### config.mk
export PLATFORM = sky130hd
export DESIGN_NAME = memory_stage_lsu_flat
export DESIGN_NICKNAME = d
export VERILOG_FILES = /design/src/rtl/memory_stage_lsu_if.sv /design/src/rtl/memory_stage_lsu.sv /design/src/flat_wrapper.sv
export SDC_FILE = /design/constraint.sdc
export NUM_CORES = 1
export LEC_CHECK = 0
export ABC_AREA = 1
export CAP_MARGIN = 0
export CORE_ASPECT_RATIO = 0.5
export CORE_MARGIN = 1
export CORE_UTILIZATION = 30
export DETAILED_ROUTE_END_ITERATION = 6
export GPL_TIMING_DRIVEN = 1
export REMOVE_ABC_BUFFERS = 1
export SLEW_MARGIN = 20
export SYNTH_ARGS = -nofsm -noshare
export SYNTH_HDL_FRONTEND = slang
export SYNTH_SLANG_ARGS = --single-unit
export TNS_END_PERCENT = 10
### constraint.sdc
create_clock -name clk -period 2 [get_ports clk]
set_input_delay 0.4 -clock clk [delete_from_list [all_inputs] [get_ports clk]]
set_output_delay 0.4 -clock clk [all_outputs]
set_load 0.02 [all_outputs]
### src/rtl/memory_stage_lsu_if.sv
// Execute-side, writeback-side and cache-bus signals of the memory stage LSU.
interface memory_stage_lsu_if #(
  parameter int XLEN  = 32,
  parameter int REG_W = 5
);
  logic              in_valid;
  logic              in_ready;
  logic [REG_W-1:0]  in_rd;
  logic [XLEN-1:0]   in_result;
  logic [XLEN-1:0]   in_store_data;
  logic              in_rd_w_v;
  logic              in_ld_v;
  logic              in_st_v;
  logic [1:0]        in_size;
  logic              in_unsigned;
  logic              out_valid;
  logic [REG_W-1:0]  out_rd;
  logic [XLEN-1:0]   out_result;
  logic              out_rd_w_v;
  logic              misalign_o;
  logic [XLEN-1:0]   bus_addr_o;
  logic              bus_read_o;
  logic              bus_write_o;
  logic [XLEN-1:0]   bus_wdata_o;
  logic [XLEN/8-1:0] bus_wmask_o;
  logic [XLEN-1:0]   bus_rdata_i;
  logic              bus_ack_i;

  modport slave (
    input  in_valid, in_rd, in_result, in_store_data, in_rd_w_v, in_ld_v, in_st_v,
           in_size, in_unsigned, bus_rdata_i, bus_ack_i,
    output in_ready, out_valid, out_rd, out_result, out_rd_w_v, misalign_o,
           bus_addr_o, bus_read_o, bus_write_o, bus_wdata_o, bus_wmask_o
  );
  modport master (
    output in_valid, in_rd, in_result, in_store_data, in_rd_w_v, in_ld_v, in_st_v,
           in_size, in_unsigned, bus_rdata_i, bus_ack_i,
    input  in_ready, out_valid, out_rd, out_result, out_rd_w_v, misalign_o,
           bus_addr_o, bus_read_o, bus_write_o, bus_wdata_o, bus_wmask_o
  );
endinterface

### src/rtl/memory_stage_lsu.sv
// Memory stage LSU: one outstanding sized load/store on the cache bus, pass-through otherwise.
// Optional bus wait timeout compiled in with MEMORY_TIMEOUT_EN.
module memory_stage_lsu #(
  parameter int XLEN           = 32,
  parameter int REG_W          = 5,
  parameter int TIMEOUT_CYCLES = 255
) (
  input logic clk,
  input logic rst,
  memory_stage_lsu_if.slave lsu
);
  localparam int NB = XLEN / 8;
  localparam int OW = $clog2(NB);

  typedef enum logic {IDLE, BUS} state_t;
  state_t state;

  logic [OW-1:0]    req_off;
  logic [1:0]       req_size;
  logic             req_unsigned, req_ld, req_rd_w_v;
  logic [REG_W-1:0] req_rd;
  logic [XLEN-1:0]  req_addr;

  assign lsu.in_ready = (state == IDLE);

  // Request decode from the execute-side inputs
  logic [OW-1:0]   offset, amask;
  logic            legal, is_mem;
  logic [15:0]     lanes;
  logic [NB-1:0]   wmask;
  logic [XLEN-1:0] wdata;

  always_comb begin
    offset = lsu.in_result[OW-1:0];
    amask  = OW'((4'd1 << lsu.in_size) - 4'd1);
    legal  = ({1'b0, lsu.in_size} <= 3'(OW)) && ((offset & amask) == '0);
    is_mem = lsu.in_ld_v || lsu.in_st_v;
    lanes  = 16'((17'd1 << (5'd1 << lsu.in_size)) - 17'd1);
    wmask  = NB'(lanes) << offset;
    wdata  = lsu.in_store_data << {offset, 3'b000};
  end

  // Load return alignment and extension
  logic [XLEN-1:0] shifted, lowmask, ld_data;
  logic [6:0]      nbits;
  logic            sbit;

  always_comb begin
    shifted = lsu.bus_rdata_i >> {req_off, 3'b000};
    nbits   = 7'd8 << req_size;
    lowmask = ({1'b0, req_size} >= 3'(OW)) ? '1 : ((XLEN'(1) << nbits) - XLEN'(1));
    case (req_size)
      2'd0:    sbit = shifted[7];
      2'd1:    sbit = shifted[15];
      2'd2:    sbit = shifted[31];
      default: sbit = shifted[XLEN-1];
    endcase
    ld_data = (shifted & lowmask) | ((sbit && !req_unsigned) ? ~lowmask : '0);
  end

`ifdef MEMORY_TIMEOUT_EN
  localparam int CW = $clog2(TIMEOUT_CYCLES + 1);
  logic [CW-1:0] cnt;
`endif

  always_ff @(posedge clk) begin
    if (rst) begin
      state            <= IDLE;
      lsu.out_valid    <= 1'b0;
      lsu.out_rd_w_v   <= 1'b0;
      lsu.misalign_o   <= 1'b0;
      lsu.bus_read_o   <= 1'b0;
      lsu.bus_write_o  <= 1'b0;
      lsu.out_rd       <= '0;
      lsu.out_result   <= '0;
      lsu.bus_addr_o   <= '0;
      lsu.bus_wdata_o  <= '0;
      lsu.bus_wmask_o  <= '0;
      req_off          <= '0;
      req_size         <= '0;
      req_unsigned     <= 1'b0;
      req_ld           <= 1'b0;
      req_rd_w_v       <= 1'b0;
      req_rd           <= '0;
      req_addr         <= '0;
`ifdef MEMORY_TIMEOUT_EN
      cnt              <= '0;
`endif
    end else begin
      lsu.out_valid  <= 1'b0;
      lsu.out_rd_w_v <= 1'b0;
      lsu.misalign_o <= 1'b0;
      case (state)
        IDLE: if (lsu.in_valid) begin
          if (!is_mem) begin
            lsu.out_valid  <= 1'b1;
            lsu.out_rd     <= lsu.in_rd;
            lsu.out_result <= lsu.in_result;
            lsu.out_rd_w_v <= lsu.in_rd_w_v;
          end else if (legal) begin
            state           <= BUS;
            lsu.bus_addr_o  <= lsu.in_result & ~XLEN'(NB - 1);
            lsu.bus_read_o  <= lsu.in_ld_v;
            lsu.bus_write_o <= lsu.in_st_v;
            lsu.bus_wmask_o <= wmask;
            lsu.bus_wdata_o <= wdata;
            req_off         <= offset;
            req_size        <= lsu.in_size;
            req_unsigned    <= lsu.in_unsigned;
            req_ld          <= lsu.in_ld_v;
            req_rd_w_v      <= lsu.in_rd_w_v;
            req_rd          <= lsu.in_rd;
            req_addr        <= lsu.in_result;
`ifdef MEMORY_TIMEOUT_EN
            cnt             <= '0;
`endif
          end else begin
            lsu.out_valid  <= 1'b1;
            lsu.out_rd     <= lsu.in_rd;
            lsu.out_result <= lsu.in_result;
            lsu.misalign_o <= 1'b1;
          end
        end
        BUS: if (lsu.bus_ack_i) begin
          state           <= IDLE;
          lsu.bus_read_o  <= 1'b0;
          lsu.bus_write_o <= 1'b0;
          lsu.out_valid   <= 1'b1;
          lsu.out_rd      <= req_rd;
          lsu.out_result  <= req_ld ? ld_data : req_addr;
          lsu.out_rd_w_v  <= req_ld && req_rd_w_v;
        end
`ifdef MEMORY_TIMEOUT_EN
        // Give up on a silent bus; reported through the shared fault pulse
        else if (cnt == CW'(TIMEOUT_CYCLES - 1)) begin
          state           <= IDLE;
          lsu.bus_read_o  <= 1'b0;
          lsu.bus_write_o <= 1'b0;
          lsu.out_valid   <= 1'b1;
          lsu.out_rd      <= req_rd;
          lsu.out_result  <= req_addr;
          lsu.misalign_o  <= 1'b1;
        end else begin
          cnt <= cnt + 1'b1;
        end
`endif
        default: state <= IDLE;
      endcase
    end
  end
endmodule
### src/flat_wrapper.sv
// flat-port wrapper written by rule: the top's interface ports become plain ports
module memory_stage_lsu_flat 
#(
  parameter int XLEN           = 32,
  parameter int REG_W          = 5,
  parameter int TIMEOUT_CYCLES = 255
)
  (clk, rst, lsu_in_valid, lsu_in_rd, lsu_in_result, lsu_in_store_data, lsu_in_rd_w_v, lsu_in_ld_v, lsu_in_st_v, lsu_in_size, lsu_in_unsigned, lsu_bus_rdata_i, lsu_bus_ack_i, lsu_in_ready, lsu_out_valid, lsu_out_rd, lsu_out_result, lsu_out_rd_w_v, lsu_misalign_o, lsu_bus_addr_o, lsu_bus_read_o, lsu_bus_write_o, lsu_bus_wdata_o, lsu_bus_wmask_o);
  memory_stage_lsu_if #(.XLEN(XLEN), .REG_W(REG_W)) lsu_i ();
  input logic clk;
  input logic rst;
  input wire logic [$bits(lsu_i.in_valid)-1:0] lsu_in_valid;
  input wire logic [$bits(lsu_i.in_rd)-1:0] lsu_in_rd;
  input wire logic [$bits(lsu_i.in_result)-1:0] lsu_in_result;
  input wire logic [$bits(lsu_i.in_store_data)-1:0] lsu_in_store_data;
  input wire logic [$bits(lsu_i.in_rd_w_v)-1:0] lsu_in_rd_w_v;
  input wire logic [$bits(lsu_i.in_ld_v)-1:0] lsu_in_ld_v;
  input wire logic [$bits(lsu_i.in_st_v)-1:0] lsu_in_st_v;
  input wire logic [$bits(lsu_i.in_size)-1:0] lsu_in_size;
  input wire logic [$bits(lsu_i.in_unsigned)-1:0] lsu_in_unsigned;
  input wire logic [$bits(lsu_i.bus_rdata_i)-1:0] lsu_bus_rdata_i;
  input wire logic [$bits(lsu_i.bus_ack_i)-1:0] lsu_bus_ack_i;
  output wire logic [$bits(lsu_i.in_ready)-1:0] lsu_in_ready;
  output wire logic [$bits(lsu_i.out_valid)-1:0] lsu_out_valid;
  output wire logic [$bits(lsu_i.out_rd)-1:0] lsu_out_rd;
  output wire logic [$bits(lsu_i.out_result)-1:0] lsu_out_result;
  output wire logic [$bits(lsu_i.out_rd_w_v)-1:0] lsu_out_rd_w_v;
  output wire logic [$bits(lsu_i.misalign_o)-1:0] lsu_misalign_o;
  output wire logic [$bits(lsu_i.bus_addr_o)-1:0] lsu_bus_addr_o;
  output wire logic [$bits(lsu_i.bus_read_o)-1:0] lsu_bus_read_o;
  output wire logic [$bits(lsu_i.bus_write_o)-1:0] lsu_bus_write_o;
  output wire logic [$bits(lsu_i.bus_wdata_o)-1:0] lsu_bus_wdata_o;
  output wire logic [$bits(lsu_i.bus_wmask_o)-1:0] lsu_bus_wmask_o;
  assign lsu_i.in_valid = lsu_in_valid;
  assign lsu_i.in_rd = lsu_in_rd;
  assign lsu_i.in_result = lsu_in_result;
  assign lsu_i.in_store_data = lsu_in_store_data;
  assign lsu_i.in_rd_w_v = lsu_in_rd_w_v;
  assign lsu_i.in_ld_v = lsu_in_ld_v;
  assign lsu_i.in_st_v = lsu_in_st_v;
  assign lsu_i.in_size = lsu_in_size;
  assign lsu_i.in_unsigned = lsu_in_unsigned;
  assign lsu_i.bus_rdata_i = lsu_bus_rdata_i;
  assign lsu_i.bus_ack_i = lsu_bus_ack_i;
  assign lsu_in_ready = lsu_i.in_ready;
  assign lsu_out_valid = lsu_i.out_valid;
  assign lsu_out_rd = lsu_i.out_rd;
  assign lsu_out_result = lsu_i.out_result;
  assign lsu_out_rd_w_v = lsu_i.out_rd_w_v;
  assign lsu_misalign_o = lsu_i.misalign_o;
  assign lsu_bus_addr_o = lsu_i.bus_addr_o;
  assign lsu_bus_read_o = lsu_i.bus_read_o;
  assign lsu_bus_write_o = lsu_i.bus_write_o;
  assign lsu_bus_wdata_o = lsu_i.bus_wdata_o;
  assign lsu_bus_wmask_o = lsu_i.bus_wmask_o;
  memory_stage_lsu #(.XLEN(XLEN), .REG_W(REG_W), .TIMEOUT_CYCLES(TIMEOUT_CYCLES)) u_core (.clk(clk), .rst(rst), .lsu(lsu_i));
endmodule
==> out/metrics.yaml <==
place_hpwl_mm: 16.1
num_vias: 6698
synth_ff_type: "dfxtp_1"
diodes: 0
grt_max_degree: 68
io_pins: 222
coreArea_mm2: 0.0200
firstDrtPassIters: 7
synth.largest_area_cell: "dfxtp_1"
power_density_mw_per_mm2: 819
place_ws_ns: -0.179
cts-root-buf: "clkbuf_16"
synth_cell_types: 29
min_period_ns: 1.92
synthCells: 923
synth_top_area_share_pct: 38.6
finalHoldViolations: 0
syn_to_final_growth_pct: 48.8
fmax_mhz: 522
grt_usage_pct: 20.4
final_max_slew_viol_count: 0
fin_nets: 1217
detail_route.wl_per_cell_um: 15.9
path_class: "flip-flop to primary output"
cts_buffer_depth: 2
fin_util_pct: 46.7
overflow: 0
clk_pin_slew_ns: 0.06
die_y_um: 104
ys_seq_area_share_pct: 38.6
drc: 8
ys_warn_count: 0
numClockSinks: 121
grt_pass1_vias: 6502
slew_headroom_pct: 44.5
crit_path_start_kind: "flip-flop"
fin_crit_sh_pct: 95.8
required_ns: 1.60
hp-start: "u_core.lsu.bus_wdata_o[21]"
synth_edf_count: 0
layout-drive-gt1-share_pct: 7.96
hp-class: "flip-flop to flip-flop"
numPortBuffers: 219
irDropWorstVdd_uv: 469
cp_max_fo: 5
cts-buffers-inserted: 17
std_cell_rows: 36
skew_ns: 0.0139
worstMarginPinSlew_ns: 0.830
start_util_pct: 31.4
place_congestion: 0.858
status: "finished, violations left"
setup_viol: 0
synthTopCellsByArea: "dfxtp_1, nand2_1, a21oi_1"
ant_nets: 0
fin_tns_setup_ns: 0
fin_hold_ws_ns: 0.464
rsz0062_at_grt: "false"
p_leak_nw: 3.57
startpoint: "u_core.state"
antenna_found_initial: 0
crit_path_end_kind: "primary output"
drtIter0Drc: 423
die_width_um: 206
arrival_ns: 1.52
cap_viol_max_count: 0
synth_async_sr_flop_share_pct: 0
violations: "design-rule violations"
cts_tree: "built"
synth_area_mm2: 0.00627
synth-seq-cells: 121
grt_pass1_wl_mm: 34.7
fp.dieArea_mm2: 0.0215
drt-vias-per-instance: 4.84
insertion_delay_ns: 0.41
htreeDepth: 4
wl_mm: 22.0
syn_area_per_cell_um2: 6.79
r2r-start: "u_core.req_size[1]"
setup_ws_ns: 0.0837
## metal layers
metal / routed length, µm / vias up / global-route usage [%]
li1: - / 3389 / -
met1: 10100 / 3089 / 26.6
met2: 10400 / 199 / 33.8
met3: 1150 / 21 / 4.04
met4: 297 / 0 / 5.62
met5: 0 / - / 0
## registers in the layout (all words and copies together) (netlist names), 2 cells and up
name	flops
u_core.lsu.bus_wdata_o	32
u_core.lsu.bus_wmask_o	4
u_core.lsu.out_rd	5
u_core.lsu.out_result	32
u_core.req_addr	32
u_core.req_rd	5
u_core.req_size	2
## power by group
part / switching [mW] / internal [mW]
clock: 1.14 / 2.18
combinational: 0.890 / 0.743
sequential: 0.106 / 2.58
## cell families (layout without fill, tap and decap cells)
kind of cell,count (synthesis),in the layout,share of synthesized area (%)
other,1,2,0.0598
AO/OA/AOI/OAI,290,290,26.0
buffers and inverters,165,359,13.1
AND/OR/NAND/NOR,345,345,22.0
flip-flops,121,121,38.6
adder cells (fa/ha/maj),1,1,0.200
## synth_stat cells (2+ instances only)
| master | n |
|---|---|
| a211oi_1 | 18 |
| a211oi_2 | 3 |
| a21oi_1 | 134 |
| buf_1 | 5 |
| buf_2 | 18 |
| buf_4 | 39 |
| buf_6 | 4 |
| clkbuf_1 | 32 |
| clkinv_1 | 2 |
| dfxtp_1 | 121 |
| inv_1 | 59 |
| inv_2 | 4 |
| nand2_1 | 200 |
| nand3_1 | 40 |
| nor2_1 | 102 |
| nor2_8 | 2 |
| o211ai_1 | 23 |
| o21ai_0 | 100 |
| o221ai_1 | 7 |
## repair_timing
| item | CTS | global route |
|---|---|---|
| setup endpoints to repair | 0 | 18 |
| buffers inserted | 0 | 0 |
| resized for setup | 0 | 2 |
| endpoints found under the hold margin | 0 | 0 |
| hold buffers | 0 | 0 |
## path summary, 6_finish.rpt
| kind | end | cells past startpoint | slack [ns] |
|---|---|---|---|
| hold / removal | u_core.lsu.bus_wdata_o[21] | 2 | 0.46 |
| setup reg to reg | u_core.lsu.out_result[8] | 9 | 0.19 |
| hold reg to reg | u_core.lsu.bus_wdata_o[21] | 2 | 0.46 |
| setup / recovery | lsu_in_ready | 2 | 0.08 |
## metrics by stage
step | instances | total power, mW | area, µm²
after floorplan | 825 | 3.44 | 5700
after global placement | 1352 | 4.34 | 8680
after detailed placement | 1352 | 4.36 | 8680
after CTS | 1384 | 7.71 | 9320
after global routing | 1384 | 7.97 | 9330
final | 1384 | 7.64 | 9330
## cell type report
cell class | count | area (µm²)
Clock buffer | 21 | 470
Clock inverter | 11 | 169
Fill cell | 1978 | 10600
Inverter | 66 | 250
Multi-Input combinational cell | 638 | 3040
Sequential cell | 121 | 2420
Tap cell | 266 | 333
Timing Repair Buffer | 261 | 2640
## worst max-delay path, stage by stage (launching register included)
cell and delay [ns]:
dfxtp_2 0.37, inv_2 0.12, clkdlybuf4s50_1 0.62
## cell usage in the layout, fill, tap and decap left out, types with 2 or more instances in the layout
master,synthesis,layout
a21oi_1,134,133
nor2_1,102,102
bufinv_16,0,4
clkbuf_8,0,3
inv_2,4,4
clkinv_1,2,2
nor2_8,2,2
o221ai_1,7,7
buf_4,39,31
inv_1,59,59
clkinv_2,0,2
buf_12,0,11
o21ai_0,100,100
conb_1,1,2
dfxtp_1,121,120
clkinvlp_4,0,4
clkdlybuf4s50_1,0,218
o211ai_1,23,23
clkbuf_16,0,17
nand3_1,40,40
a211oi_1,18,18
nand2_1,200,200
a211oi_2,3,3
Power figures use the tool's default switching activity.
